==> config.mk <==
export PLATFORM = sky130hd
export DESIGN_NAME = add_digit_serial
export DESIGN_NICKNAME = d
export VERILOG_FILES = /design/src/rtl/add_digit_serial.sv
export SDC_FILE = /design/constraint.sdc
export NUM_CORES = 1
export LEC_CHECK = 0
export ABC_AREA = 1
export CAP_MARGIN = 20
export CORE_MARGIN = 2
export CORE_UTILIZATION = 35
export DETAILED_ROUTE_END_ITERATION = 10
export PLACE_DENSITY = 0.57
export SYNTH_ARGS = -nofsm -noshare
export SYNTH_HDL_FRONTEND = slang
export SYNTH_SLANG_ARGS = --single-unit
==> constraint.sdc <==
create_clock -name clk -period 2.3 [get_ports clk]
set_input_delay 0.46 -clock clk [delete_from_list [all_inputs] [get_ports clk]]
set_output_delay 0.46 -clock clk [all_outputs]
set_load 0.01 [all_outputs]
==> src/rtl/add_digit_serial.sv <==
// Digit-serial adder/subtractor: processes DIGIT bits of a WIDTH-bit operation per cycle,
// with valid/ready handshakes. Define ADD_DIGIT_SERIAL_OVF_EN to add the signed-overflow output.
module add_digit_serial #(
    parameter int WIDTH = 8,
    parameter int DIGIT = 2
) (
    input  logic             clk,
    input  logic             rst_n,
    input  logic             in_valid,
    output logic             in_ready,
    input  logic [WIDTH-1:0] a,
    input  logic [WIDTH-1:0] b,
    input  logic             c_in,
    input  logic             sub,
    output logic [WIDTH-1:0] sum,
    output logic             c_out,
    output logic             out_valid,
    input  logic             out_ready
`ifdef ADD_DIGIT_SERIAL_OVF_EN
    ,
    output logic             ovf
`endif
);

    localparam int N  = WIDTH / DIGIT;
    localparam int CW = (N > 1) ? $clog2(N) : 1;

    localparam logic [1:0] IDLE = 2'd0;
    localparam logic [1:0] RUN  = 2'd1;
    localparam logic [1:0] DONE = 2'd2;

    generate
        if (WIDTH < 1 || DIGIT < 1 || (WIDTH % DIGIT) != 0) begin : g_bad_params
            $error("add_digit_serial: WIDTH must be >= 1 and a multiple of DIGIT");
        end
    endgenerate

    logic [1:0]       state;
    logic [WIDTH-1:0] a_reg;
    logic [WIDTH-1:0] b_reg;
    logic             carry;
    logic [CW-1:0]    cnt;
    logic [DIGIT-1:0] a_dig;
    logic [DIGIT-1:0] b_dig;
    logic [DIGIT:0]   part;
    logic             last;

    assign in_ready  = (state == IDLE);
    assign out_valid = (state == DONE);

    // Select the current digit with constant slices so the mux stays a plain case decode.
    always_comb begin
        a_dig = '0;
        b_dig = '0;
        for (int j = 0; j < N; j++) begin
            if (cnt == CW'(j)) begin
                a_dig = a_reg[j*DIGIT +: DIGIT];
                b_dig = b_reg[j*DIGIT +: DIGIT];
            end
        end
    end

    assign part = {1'b0, a_dig} + {1'b0, b_dig} + {{DIGIT{1'b0}}, carry};
    assign last = (cnt == CW'(N - 1));

    always_ff @(posedge clk or negedge rst_n) begin
        if (!rst_n) begin
            state <= IDLE;
            a_reg <= '0;
            b_reg <= '0;
            carry <= 1'b0;
            cnt   <= '0;
            sum   <= '0;
            c_out <= 1'b0;
        end else begin
            case (state)
                IDLE: begin
                    if (in_valid) begin
                        // Subtraction is a + ~b + !c_in, so invert b and the carry up front.
                        a_reg <= a;
                        b_reg <= b ^ {WIDTH{sub}};
                        carry <= c_in ^ sub;
                        cnt   <= '0;
                        state <= RUN;
                    end
                end
                RUN: begin
                    for (int j = 0; j < N; j++) begin
                        if (cnt == CW'(j)) begin
                            sum[j*DIGIT +: DIGIT] <= part[DIGIT-1:0];
                        end
                    end
                    carry <= part[DIGIT];
                    cnt   <= cnt + CW'(1);
                    if (last) begin
                        c_out <= part[DIGIT];
                        state <= DONE;
                    end
                end
                DONE: begin
                    if (out_ready) begin
                        state <= IDLE;
                    end
                end
                default: state <= IDLE;
            endcase
        end
    end

`ifdef ADD_DIGIT_SERIAL_OVF_EN
    logic msb_carry_in;

    // The carry into the MSB is recovered from the MSB sum bit and its two operand bits.
    assign msb_carry_in = part[DIGIT-1] ^ a_dig[DIGIT-1] ^ b_dig[DIGIT-1];

    always_ff @(posedge clk or negedge rst_n) begin
        if (!rst_n) begin
            ovf <= 1'b0;
        end else if (state == RUN && last) begin
            ovf <= msb_carry_in ^ part[DIGIT];
        end
    end
`endif

endmodule

## After elaboration in Yosys (flattened, before gate mapping)

Index checks and enable logic that the tools add are counted.

| storage, ports and cells | value |
|---|---|
| bits in registers | 30 |
| input bits | 22 |
| output and inout bits | 11 |

| operators by class | value |
|---|---|
| add/sub/neg operators | 3 |
| equality and inequality tests | 8 |
| muxes and demuxes | 16 |
| bitwise operators | 2 |
| reductions and logical operators | 10 |

Operator list:

| cell | count |
|---|---|
| two-way mux 2 bit | 12 |
| AND reduction 2 bit | 6 |
| bitwise XOR 8 bit | 1 |
| == test 2 bit, second input constant | 3 |
| case mux 2 bit (3 select lines) | 1 |
| == test 2 x 1 -> 1 bit, second input constant | 2 |
| logical NOT 2 bit | 2 |
| != test 2 bit, second input constant | 2 |
| case mux 2 bit (2 select lines) | 1 |
| adder 2 x 2 -> 3 bit | 1 |
| adder 3 x 1 -> 3 bit | 1 |
| AND reduction 3 bit | 1 |
| adder 2 x 1 -> 2 bit, second input constant | 1 |
| != test 2 x 1 -> 1 bit, second input constant | 1 |
| case mux 1 bit (2 select lines) | 1 |
| nonzero test 2 bit | 1 |
| two-way mux 1 bit | 1 |
| bitwise XOR 1 bit | 1 |

## Logic depth before layout (Yosys ltp)

| logic depth | value |
|---|---|
| depth after elaboration | 8 |
| gate-level depth with buffers | 12 |
| mapped depth without buffers | 12 |

## Least setup slack after synthesis

No wires, ideal clock.

| timing path | value |
|---|---|
| path kind | flip-flop to flip-flop |
| from | reg cnt[0] |
| to | reg sum[1] |
| library setup time | 83 ps |
| arrival time | 2047 ps |
| data required time | 2217 ps |
| slack | 170 ps |
| stages on the path, launching flop included | 12 |
| period minus slack after synthesis | 2130 ps |
| path through | dfrtp_1 > inv_1 > ha_1 > inv_1 > nor2_1 > nor2_1 > nand2_1 > nand2_1 > fa_1 > inv_1 > fa_1 > o21ai_0 |

| between the ends | value |
|---|---|
| longest elaborated chain between the ends | 7 |

Ends and longest elaborated chain:

| what | RTL line | source |
|---|---|---|
| start, declared | 42 | `logic [CW-1:0] cnt;` |
| start signal, assigned | 94 | `cnt <= cnt + CW'(1);` |
| logical NOT 2 bit | 56, 89 |  |
| two-way mux 2 bit (4 in a row) | 56 | `if (cnt == CW'(j)) begin` |
| adder 2 x 2 -> 3 bit | 63 | `assign part = {1'b0, a_dig} + {1'b0, b_dig} + {{DIGIT{1'b0}}, carry};` |
| adder 3 x 1 -> 3 bit | 63 |  |
| end signal, assigned by index | 90 | `sum[j*DIGIT +: DIGIT] <= part[DIGIT-1:0];` |
| end, declared | 15 | `output logic [WIDTH-1:0] sum,` |

Parallel ways exist; a longest one is shown, timed or not.
A chain may end at the register's enable or synchronous reset.

## Final worst setup path

| timing path | value |
|---|---|
| from | reg cnt[0] |
| to | reg sum[7] |

| between the ends | value |
|---|---|
| longest elaborated chain between the ends | 7 |

Ends and longest elaborated chain:

| what | RTL line |
|---|---|
| logical NOT 2 bit | 56 |
| two-way mux 2 bit (4 in a row) | 56 |
| adder 2 x 2 -> 3 bit | 63 |
| adder 3 x 1 -> 3 bit | 63 |

Parallel ways exist; a longest one is shown, timed or not.

==> metrics <==
status finished, final reports clean; GPL Wtd Cong 0.950; Seq/Total Area, Yosys 50.7%; Worst-Skew Late Latency 0.28 ns; Post-Syn Area between 1000 and 1500 um^2; post-synthesis xor/xnor area fraction 5.32%; Area growth, synth to finish 36.3%; I/O pins 33; largest net degree at the start of global routing 31; die area 4770 um^2; Final WS setup 0.0943 ns; Final min period 2.21 ns; compound-gate portion of the synthesized area 10.2%; Yosys reg bits 30; Hold Fails Final Rpt 0; dpl cell area 1840 um^2; maximum root-to-sink buffer count 2; syn nets 197; PwrDens 1400 nW/um^2; Final Skew 0.00333 ns; CTS root buf clkbuf_8; drt wl/cell 12.0 um; max-cap viol count 0; cell family with most CP delay adder cells; # DRC 0; Ys Warns 0; WS Path Type register to register; Least-Margin Pin Slew 0.476 ns; CP Launch Type register; first-pass GRT wire length 5400 um; Post-Place Cells between 200 and 250; Max VDD drop between 0.0004 and 0.0005 V; H-tree depth 2; CTS tree done; worst stage delay on the critical path between 0.4 and 0.5 ns; crit path from cnt[0]; DRT Wirelength around 3100 um; min-delay src b_reg[6]; starting density of the core between 30% and 40%; post-route ant nets 0; TritonRoute pass-1 iters 4; dpl ws -0.0331 ns; fillcell total 386; row cnt 23; layout cells sized above 1 16.7%; starting DRC count in detailed routing 48; hpwl dp about 2400 um; # clock sinks 30; CP Buf/Inv Count 2; syn_area_per_cell 8.77 um^2; number of CTS-inserted buffers 5; RR Startpoint cnt[0]; Netlist cell types 23; critical path required time 2.51 ns; crit-path max FO 6; fmax 0.453 GHz; GRT Util Overall 14.4%; post-synthesis mux area share 0%; Lkg Pwr 0.934 nW; main combinational cell family by area after synthesis simple AND/OR/NAND/NOR gates; design area 2020 um^2; CP endpoint kind register; Die Span Y about 69 um; final setup fails 0; DIE WIDTH 69.1 um; fin crit share between 90% and 100%; crit path cell chain buf_4 > ha_4 > a21oi_2 > nand2_1 > nand2_1 > nand2_1 > fa_1 > inv_1 > fa_2 > o21ai_2; relative slew slack 68.2%; GR Overflow Total 0; # diodes 0; CTS clk-pin slew, worst paths ~0.06 ns; Tot Pwr 2.83 mW; most frequent cell on the critical path nand2_1; fin cells approximately 260; vias in the first global route 1226; initial antenna violation count 0; routed vias/inst approximately 4.6; vias 1201; port bufs 32; post-synthesis cell count 169; Slowest-stage cell, CP fa_2; RSZ-0062 raised after global routing false; CP arrival between 2 and 2.5 ns; area share of fa/ha/maj cells after synthesis about 6%; Core Area 4030 um^2; Slew Viols, Final 0; post-synthesis simple-gate area fraction 22.1%; nets@finish 236; worst hold path type register to register
synthesized netlist by cell type:
cell type,number,share of area [%]
nor2_2,1,0.42
buf_6,1,0.76
buf_2,1,0.34
o31ai_1,1,0.51
inv_2,2,0.51
xor2_1,1,0.59
a21oi_1,5,1.7
nand2_4,1,0.76
fa_1,2,2.7
ha_1,4,3.4
nand3_1,5,1.7
nand2_2,1,0.42
o21ai_0,17,5.7
clkbuf_8,1,0.93
nand2_1,65,16
buf_4,1,0.51
o21ai_2,3,1.8
dfrtp_1,30,51
inv_1,10,2.5
or2_2,2,0.84
xnor2_1,8,4.7
a21boi_0,1,0.51
nor2_1,6,1.5
timing repair:
item	in CTS	in global routing
hold buffers	0	0
hold endpoints to repair	0	0
pin swaps	0	5
setup buffers	0	2
resized for setup	4	15
setup endpoints to repair	4	5
cell families after synthesis:
logic type | count (synthesis)
compound gates | 27
simple gates | 81
fa+ha+maj | 6
flops | 30
xor+xnor | 9
buf+inv | 16
layout make-up:
type	count	area, um^2	area share (%)
clock buffer	8	110	5.45
multi-input combinational	123	699	34.6
inverter	12	45.0	2.23
sequential	30	752	37.2
timing repair buffer	36	350	17.3
tap	50	62.6	3.10
metrics by stage:
| step | hold WS, ns | TNS, ns | utilization [%] |
|---|---|---|---|
| after floorplan | 0.164 | 0 | - |
| after global placement | 0.468 | 0 | 45.7 |
| after detailed placement | 0.475 | -0.0492 | 45.7 |
| after CTS | 0.491 | 0 | 48.6 |
| after global routing | 0.503 | 0 | 50.1 |
| final | 0.485 | 0 | 50.1 |
placed cells by master, fill, tap and decap left out, types with 3 or more instances in the layout:
cell type,n
clkdlybuf4s50_1,32
inv_1,8
clkbuf_8,8
buf_4,4
o21ai_0,13
dfrtp_1,29
nor2_1,6
nand3_1,5
a21oi_2,3
xnor2_1,8
inv_2,4
nand2_1,65
o21ai_2,5
per-layer routing:
layer | global-route usage, % | vias up | part of all wire (%)
li1 | - | 607 | -
met1 | 17.1 | 561 | 43
met2 | 23.3 | 28 | 50
met3 | 5.99 | 5 | 5.7
met4 | 5.45 | 0 | 1.3
met5 | 0 | - | 0
power by group:
group	internal, mW	total, mW	switching (mW)
Combinational	0.613	1.39	0.772
Sequential	0.780	0.948	0.168
Clock	0.302	0.493	0.191
Total	1.69	2.83	1.13
path summary, 6_finish.rpt:
path / end / slack (ns) / cells after the start
min in group asynchronous: sum[6] / 0.57 / 2
worst max-delay path: sum[7] / 0.09 / 10
worst min-delay path: b_reg[6] / 0.48 / 2
worst max register to register: sum[7] / 0.09 / 10
worst min register to register: b_reg[6] / 0.48 / 2
max in group asynchronous: cnt[0] / 1.43 / 2
worst reg2reg max path, cell delays in order (launching register included):
cell and delay (ns):
dfrtp_2 0.44, buf_4 0.15, ha_4 0.17, a21oi_2 0.11, nand2_1 0.06, nand2_1 0.05, nand2_1 0.06, fa_1 0.38
inv_1 0.09, fa_2 0.48, o21ai_2 0.14
No activity file was read; power rests on OpenSTA's default activity.
